### config.mk
export PLATFORM = sky130hd
export DESIGN_NAME = sar_search_ctrl
export DESIGN_NICKNAME = d
export VERILOG_FILES = /design/src/rtl/sar_search_pkg.sv /design/src/rtl/sar_bounds.sv /design/src/rtl/sar_search_ctrl.sv
export SDC_FILE = /design/constraint.sdc
export NUM_CORES = 1
export LEC_CHECK = 0
export CAP_MARGIN = 10
export CORE_MARGIN = 2
export CORE_UTILIZATION = 45
export CTS_BUF_LIST = sky130_fd_sc_hd__clkbuf_4 sky130_fd_sc_hd__clkbuf_8
export DETAILED_ROUTE_END_ITERATION = 16
export PLACE_DENSITY = 0.65
export SLEW_MARGIN = 30
export SYNTH_ARGS = -nofsm -noshare
export SYNTH_HDL_FRONTEND = slang
export SYNTH_SLANG_ARGS = --single-unit
export TNS_END_PERCENT = 100
### constraint.sdc
create_clock -name clk -period 4.1 [get_ports clk]
set_clock_uncertainty 0.2 [all_clocks]
set_input_delay 0.41 -clock clk [delete_from_list [all_inputs] [get_ports clk]]
set_output_delay 0.41 -clock clk [all_outputs]
set_load 0.02 [all_outputs]
### src/rtl/sar_search_pkg.sv
// Shared types and helpers for the successive-approximation search controller.
// Keeps the state encoding and counter sizing in one place.
package sar_search_pkg;

   typedef enum logic [2:0] {
      IDLE,
      ISSUE,
      WAIT,
      EVAL,
      FINISH
   } sar_state_t;

   function automatic int iters_width(input int width);
      return $clog2(width + 2);
   endfunction

endpackage

### src/rtl/sar_bounds.sv
// Search window for the binary search: lo/hi registers, midpoint guess and
// the empty-range flag computed from the bounds as they will be after an update.
module sar_bounds #(
   parameter int WIDTH = 4
) (
   input  logic             clk,
   input  logic             rst,
   input  logic             load,
   input  logic             upd_gt,
   input  logic             upd_lt,
   input  logic [WIDTH-1:0] guess,
   output logic [WIDTH-1:0] mid,
   output logic             empty
);

   localparam logic [WIDTH:0] ONE = {{WIDTH{1'b0}}, 1'b1};
   localparam logic [WIDTH:0] TOP = {1'b0, {WIDTH{1'b1}}};

   logic [WIDTH:0]   lo;
   logic [WIDTH:0]   hi;
   logic [WIDTH:0]   lo_n;
   logic [WIDTH:0]   hi_n;
   logic [WIDTH:0]   g;
   logic [WIDTH+1:0] sum;
   logic             g_zero;

   assign g      = {1'b0, guess};
   assign g_zero = (guess == '0);
   assign sum    = {1'b0, lo} + {1'b0, hi};
   assign mid    = sum[WIDTH:1];

   // A "greater" verdict on guess 0 empties the range without touching hi.
   always_comb begin
      lo_n = lo;
      hi_n = hi;
      if (upd_lt) begin
         lo_n = g + ONE;
      end
      if (upd_gt && !g_zero) begin
         hi_n = g - ONE;
      end
   end

   assign empty = (upd_gt && g_zero) || (lo_n > hi_n);

   always_ff @(posedge clk) begin
      if (rst) begin
         lo <= '0;
         hi <= '0;
      end else if (load) begin
         lo <= '0;
         hi <= TOP;
      end else begin
         lo <= lo_n;
         hi <= hi_n;
      end
   end

endmodule

### src/rtl/sar_search_ctrl.sv
// Binary-search initiator for a magnitude comparator: issues guesses on cmp_a,
// consumes EQ/GT/LT and reports the matching value or why the search stopped.
module sar_search_ctrl
   import sar_search_pkg::*;
#(
   parameter int WIDTH   = 4,
   parameter int CMP_LAT = 0
) (
   input  logic                          clk,
   input  logic                          rst,
   input  logic                          start,
   output logic                          busy,
   output logic                          done,
   output logic                          found,
   output logic                          err,
   output logic [WIDTH-1:0]              result,
   output logic [iters_width(WIDTH)-1:0] iters,
   output logic [WIDTH-1:0]              cmp_a,
   output logic                          cmp_req,
   input  logic                          cmp_eq,
   input  logic                          cmp_gt,
   input  logic                          cmp_lt
);

   localparam int IW = iters_width(WIDTH);
   localparam int CW = (CMP_LAT > 1) ? $clog2(CMP_LAT) : 1;
   localparam logic [IW-1:0] ITER_CAP  = IW'(WIDTH + 1);
   localparam logic [IW-1:0] ITER_ONE  = IW'(1);
   localparam logic [CW-1:0] WAIT_LAST = CW'((CMP_LAT > 0) ? CMP_LAT - 1 : 0);
   localparam logic [CW-1:0] WAIT_ONE  = CW'(1);

   sar_state_t       state;
   logic [CW-1:0]    wcnt;
   logic [WIDTH-1:0] mid;
   logic             empty;
   logic             accept;
   logic             in_eval;
   logic             onehot;
   logic             upd_gt;
   logic             upd_lt;
   logic             stop;

   assign accept  = (state == IDLE) && start;
   assign in_eval = (state == EVAL);
   assign onehot  = $onehot({cmp_eq, cmp_gt, cmp_lt});
   assign upd_gt  = in_eval && onehot && cmp_gt;
   assign upd_lt  = in_eval && onehot && cmp_lt;
   assign stop    = !onehot || cmp_eq || empty || (iters == ITER_CAP);

   sar_bounds #(
      .WIDTH (WIDTH)
   ) u_bounds (
      .clk    (clk),
      .rst    (rst),
      .load   (accept),
      .upd_gt (upd_gt),
      .upd_lt (upd_lt),
      .guess  (cmp_a),
      .mid    (mid),
      .empty  (empty)
   );

   always_ff @(posedge clk) begin
      if (rst) begin
         state   <= IDLE;
         wcnt    <= '0;
         busy    <= 1'b0;
         done    <= 1'b0;
         found   <= 1'b0;
         err     <= 1'b0;
         result  <= '0;
         iters   <= '0;
         cmp_a   <= '0;
         cmp_req <= 1'b0;
      end else begin
         cmp_req <= 1'b0;
         done    <= 1'b0;
         unique case (state)
            IDLE: begin
               if (start) begin
                  state  <= ISSUE;
                  busy   <= 1'b1;
                  found  <= 1'b0;
                  err    <= 1'b0;
                  result <= '0;
                  iters  <= '0;
               end
            end
            ISSUE: begin
               cmp_a   <= mid;
               cmp_req <= 1'b1;
               iters   <= iters + ITER_ONE;
               wcnt    <= '0;
               state   <= (CMP_LAT > 0) ? WAIT : EVAL;
            end
            WAIT: begin
               if (wcnt == WAIT_LAST) begin
                  state <= EVAL;
               end else begin
                  wcnt <= wcnt + WAIT_ONE;
               end
            end
            EVAL: begin
               // Hitting the iteration cap with no verdict means the comparator lied.
               if (stop) begin
                  state  <= FINISH;
                  busy   <= 1'b0;
                  done   <= 1'b1;
                  result <= cmp_a;
                  found  <= onehot && cmp_eq;
                  err    <= !onehot || (!cmp_eq && !empty);
               end else begin
                  state <= ISSUE;
               end
            end
            FINISH: begin
               state <= IDLE;
            end
            default: begin
               state <= IDLE;
            end
         endcase
      end
   end

endmodule

# Yosys cells after proc, flatten, opt, wreduce, memory -nomap -nowiden
# Cells that the tools add are included.
# op_classes
add_sub_neg	7
magnitude_cmp	1
eq_ne	8
muxes	24
bitwise_logic	1
n_reduce_logical	27
# ops
cell	n
$mux 3	4
$mux 4	3
$pmux 3 s4	1
$mux 5	2
$logic_and 1x1->1	8
$mux 1	8
$pmux 1 s2	4
$pmux 4 s2	1
$eq 3x2->1 const B	2
$pmux 3 s2	1
$reduce_bool 2->1	3
$add 4x1->5 const B	1
$add 5x5->5	1
$gt 5x5->1	1
$logic_or 1x1->1	5
$sub 4x1->5 const B	1
$logic_not 1->1	4
$logic_not 4->1	1
$ne 2x2->1 const B	2
$reduce_and 2->1	2
$reduce_or 2->1	2
$add 3x1->3 const B	1
$eq 3x1->1 const B	1
$eq 3x3->1 const B	1
8 further kinds	8
# totals
reg_bits	30
input_bits	6

# Longest topological paths before layout
# logic_depth
depth_word	14
depth_mapped	14
mapped_depth_nobuf	13

# Hierarchy
# From an unflattened synthesis, not the netlist that was laid out.
# hier_totals
cells_unflattened	182
area_unflattened_um2	1635.3
# modules_own_cells
module	instances	cells_per_inst	area_each_um2	seq_area_each_um2
sar_search_ctrl	1	95	895.9	380.4
sar_bounds	1	87	739.5	200.2

# Worst setup path after synthesis
# Ideal clock, no wire load.
# synth_timing
path_type	in2reg
start	in cmp_eq
end	reg err
setup_time_ns	0.117
arrival_ns	3.150
path_slack_ns	0.633
cell_stages	12
path_buffers	0
cell_sequence	inv_1 > fa_1 > nor2b_1 > nand3_1 > nor2_2 > mux2_2 > ha_1 > and4_1 > a221o_1 > a22oi_4 > nor2_1 > a32o_1
# synth_via
elab_chain_cells	13
word_cells_on_any_way	23
classes_between	add/sub (1); order compare (1); eq/ne (2); mux (4); reduce/logical (15)
# synth_lines
item	line_no	rtl
start: declaration	sar_search_ctrl.sv:20	input logic cmp_eq,
$add 2x1->2 (not written as such)	sar_search_ctrl.sv:45	assign onehot = $onehot({cmp_eq, cmp_gt, cmp_lt});
$eq 2x1->1	sar_search_ctrl.sv:45	
$logic_and 1x1->1	sar_search_ctrl.sv:46, sar_search_ctrl.sv:47	
$logic_and 1x1->1	sar_search_ctrl.sv:46	assign upd_gt = in_eval && onehot && cmp_gt;
$logic_and 1x1->1	sar_bounds.sv:39	if (upd_gt && !g_zero) begin
$mux 5	sar_bounds.sv:39	
$gt 5x5->1	sar_bounds.sv:44	assign empty = (upd_gt && g_zero) || (lo_n > hi_n);
$logic_or 1x1->1	sar_bounds.sv:44	
$logic_not 1->1	sar_search_ctrl.sv:111	err <= !onehot || (!cmp_eq && !empty);
$logic_and 1x1->1	sar_search_ctrl.sv:111	
$logic_or 1x1->1	sar_search_ctrl.sv:111	
$mux 1	sar_search_ctrl.sv:105	if (stop) begin
$pmux 1 s2	sar_search_ctrl.sv:78	unique case (state)
end signal: assignment	sar_search_ctrl.sv:111	
end: declaration	sar_search_ctrl.sv:15	output logic err,
# Several ways; a longest one is shown, not always the timed one. The select of a mux whose other input is x is not followed.
# A chain may end at the register's enable or synchronous reset.

# Worst setup path after layout
# layout_timing
start	in cmp_gt
end	reg err
# layout_via
word_cells_on_any_way	23
classes_between	add/sub (2); order compare (1); eq/ne (2); mux (4); reduce/logical (14)
# layout_rtl
item	line_no	rtl
start: declaration	sar_search_ctrl.sv:21	input logic cmp_gt,
$add 1x1->2 (not written as such) *	sar_search_ctrl.sv:45	
$add 2x1->2 (not written as such) *	sar_search_ctrl.sv:45	
$eq 2x1->1 *	sar_search_ctrl.sv:45	
$logic_and 1x1->1 * (2 in series)	sar_search_ctrl.sv:47	assign upd_lt = in_eval && onehot && cmp_lt;
$mux 5 *	sar_bounds.sv:36	if (upd_lt) begin
net u_bounds.lo_n[2]	sar_bounds.sv:21	logic [WIDTH:0] lo_n;
$gt 5x5->1 *	sar_bounds.sv:44	
$logic_or 1x1->1 *	sar_bounds.sv:44	
$logic_not 1->1	sar_search_ctrl.sv:111	
$logic_and 1x1->1	sar_search_ctrl.sv:111	
$logic_or 1x1->1	sar_search_ctrl.sv:111	
$mux 1	sar_search_ctrl.sv:105	
$pmux 1 s2	sar_search_ctrl.sv:78	
# The timed path passes the listed nets; every way through them passes the cells marked *. The select of a mux whose other input is x is not followed.

==> flow_metrics.env <==
export IMPL_cts_hold_buffers=0
export IMPL_postRouteAntennaNets=0
export IMPL_p_per_area_nw_per_um2=391
export IMPL_worstHoldStart="found$_SDFFE_PP0P_"
export IMPL_critical_path_cell_chain="clkdlybuf4s50_1, inv_1, fa_1, nor2b_1, buf_4, and3_1, nor2_1, a21oi_1, ha_1, a211o_1, a221o_1, a22oi_4, nor2_1, a32o_1"
export IMPL_report_final_hold_viol_count=0
export IMPL_rsz0062_at_grt="false"
export IMPL_regArea_um2=581
export IMPL_met2_usage=0.332
export IMPL_cts_sinks=29
export IMPL_status="completed"
export IMPL_worst_setup_path_start_kind="input port"
export IMPL_use_met1=0.245
export IMPL_post_route_cell_area_um2=1880
export IMPL_antenna_found_initial=0
export IMPL_area_growth_pct=20.3
export IMPL_track_usage=0.202
export IMPL_num_rows=21
export IMPL_r2r_setup_slack_ps=780
export IMPL_whs_endpoint="found$_SDFFE_PP0P_"
export IMPL_drt_initial_drc_count=72
export IMPL_hpwl_mm=2.59
export IMPL_worstReg2RegStart="cmp_a[0]$_SDFFE_PP0P_"
export IMPL_die_w_um=62.9
export IMPL_max_stage_delay_ps=490
export IMPL_cts_root_buf="clkbuf_4"
export IMPL_power_leakage_nw=0.754
export IMPL_required_ps=4120
export IMPL_slew_headroom=0.514
export IMPL_synth_most_common_cell="dfxtp_1"
export IMPL_crit_type="in -> reg"
export IMPL_io_pins=22
export IMPL_nets=223
export IMPL_slowest_stage="clkdlybuf4s50_1"
export IMPL_clk_latency_ps=330
export IMPL_fmaxAchievable_mhz=263
export IMPL_finalCriticalPeriod_ps=3800
export IMPL_syn_inst=178
export IMPL_fin_util=0.562
export IMPL_first_pass_iters=4
export IMPL_instances_no_fill=249
export IMPL_yosysUniqueCellTypes=41
export IMPL_synth_fp_nets=198
export IMPL_port_buffers=21
export IMPL_syn_cell_area_um2=1560
export IMPL_cp_data_arrival_time_ps=3830
export IMPL_end_kind="flip-flop"
export IMPL_r2r_end="err$_SDFFE_PP0P_"
export IMPL_grt_max_degree=20
export IMPL_gr_total_overflow=0
export IMPL_final_setup_viol_count=0
export IMPL_wl_per_cell_um=13.9
export IMPL_peakVddDrop_mv=0.235
export IMPL_layout_drive_gt1_share=0.0985
export IMPL_grt_busiest_layer="met2"
export IMPL_multiInputGateArea_um2=880
export IMPL_hold_depth=2
export IMPL_synth_common_cells="dfxtp_1 (29), nand2_1 (18), nor2_1 (16)"
export IMPL_synth_async_reset_ratio=0
export IMPL_dpl_cell_count=242
export IMPL_yosysWarnings=0
export IMPL_holdWs_ps=260
export IMPL_crit_top_cell="nor2_1"
export IMPL_dp_slack_ps=-34.5
export IMPL_viasPerCell=5.16
export IMPL_p_total_mw=0.733
export IMPL_post_cts_repair_setup_buffers=0
export IMPL_ys_seq_area_frac=0.372
export IMPL_worst_slack_ps=297
export IMPL_synth_edf_count=0
export IMPL_synthTopCellsByArea="dfxtp_1 (37%), ha_1 (9.6%), a21oi_1 (4.5%)"
export IMPL_synth_area_leader_cell="dfxtp_1"
export IMPL_path_clk_slew_ps=100
export IMPL_dieArea_um2=3950
export IMPL_grtUsageMet3=0.0595
export IMPL_drv_slew=0
export IMPL_grt_pass1_vias=1299
export IMPL_htree_levels=2
export IMPL_cts_path_max_buffers=2
export IMPL_die_height_um=62.9
export IMPL_fin_crit_sh=0.927
export IMPL_gp_congestion=0.813
export IMPL_yosysTopAreaCellShare=0.372
export IMPL_grt_pass1_wl_mm=6.18
export IMPL_rr_worst_depth=12
export IMPL_coreArea_um2=3340
export IMPL_fillCellCount=329
export IMPL_hp_class="reg -> reg"
export IMPL_cts_made_buffers=5
export IMPL_cts_tree="built"
export IMPL_setup_tns_ps=0
export IMPL_vias=1285
export IMPL_synth_area_per_cell_um2=8.77
export IMPL_ys_ff_latch=29
export IMPL_maxCapViolations=0
export IMPL_wirelength_mm=3.47
export IMPL_worstMarginPinSlew_ps=727
export IMPL_placed_area_um2=1820
export IMPL_drc=0
export IMPL_initial_core_util=0.468
export IMPL_ys_flop_type="dfxtp_1"
export IMPL_antenna_cells=0
export IMPL_cp_max_fo=9
export IMPL_postCtsResizedCells=0
==> power by group <==
| group | switching (mW) | leakage, nW | internal (mW) |
|---|---|---|---|
| Sequential | 0.0316 | 0.236 | 0.306 |
| Clock | 0.0981 | 0.0348 | 0.0875 |
| Combinational | 0.116 | 0.483 | 0.0943 |
==> final cells by class <==
type | instances | share of cell area
multi-input cells | 128 | 0.469
flip-flops and latches | 29 | 0.309
repair buffers | 27 | 0.136
clock buffers | 7 | 0.0313
well taps | 46 | 0.0307
inverters | 12 | 0.0240
==> worst max-delay path: cells and delay by family <==
kind	cells	cell delay, ps
buffers and inverters	3	700
and+or+nand+nor	4	650
adders and majority gates	2	740
AOI/OAI and AO/OA	5	1320
==> cell usage in the layout, fill, tap and decap left out, types with 2 or more instances in the layout <==
cell | Yosys | final
buf_4 | 0 | 6
nand3_1 | 8 | 8
mux2i_1 | 3 | 3
inv_1 | 12 | 12
o21ai_0 | 8 | 8
xnor2_1 | 6 | 6
clkdlybuf4s50_1 | 0 | 21
a21o_1 | 2 | 2
nand2b_1 | 3 | 3
ha_1 | 12 | 12
xor2_1 | 3 | 3
clkbuf_4 | 0 | 6
nor2b_1 | 2 | 2
nor3_1 | 4 | 4
and2_1 | 5 | 5
dfxtp_1 | 29 | 29
nand2_1 | 18 | 18
a21oi_1 | 14 | 14
a211oi_1 | 2 | 2
fa_1 | 2 | 2
nor2_1 | 16 | 16
==> per-layer routing <==
metal	routed length, um	share of wire	up-vias
li1	-	-	654
met3	103	0.030	4
met1	1640	0.47	605
met2	1670	0.48	22
met4	53	0.015	0
met5	0	0	-
==> sequential cells by signal, summed over array words and instances, names as in the netlist <==
signal       flops
cmp_a            4
err              1
busy             1
result           4
iters            3
u_bounds.lo      5
state            3
done             1
u_bounds.hi      5
cmp_req          1
found            1
==> kinds of logic (layout without fill, tap and decap cells) <==
family / after synthesis / count (layout) / synth area share
flip-flops: 29 / 29 / 0.372
buffers and inverters: 21 / 46 / 0.0642
multiplexers: 4 / 4 / 0.0265
AND/OR/NAND/NOR: 64 / 64 / 0.203
adder cells (fa/ha/maj): 14 / 14 / 0.122
XOR/XNOR: 9 / 9 / 0.0505
AO/OA/AOI/OAI: 37 / 37 / 0.162
==> how the worst max path moves through the flow <==
stage,start,slack (ps),endpoint
floorplan,cmp_eq,630,err$_SDFFE_PP0P_
finish,cmp_gt,300,err$_SDFFE_PP0P_
CTS,cmp_eq,320,err$_SDFFE_PP0P_
global route,cmp_gt,3,result[3]$_SDFFE_PP0P_
detailed placement,cmp_eq,-30,err$_SDFFE_PP0P_
global placement,cmp_eq,80,result[0]$_SDFFE_PP0P_
Power figures use the tool's default switching activity.
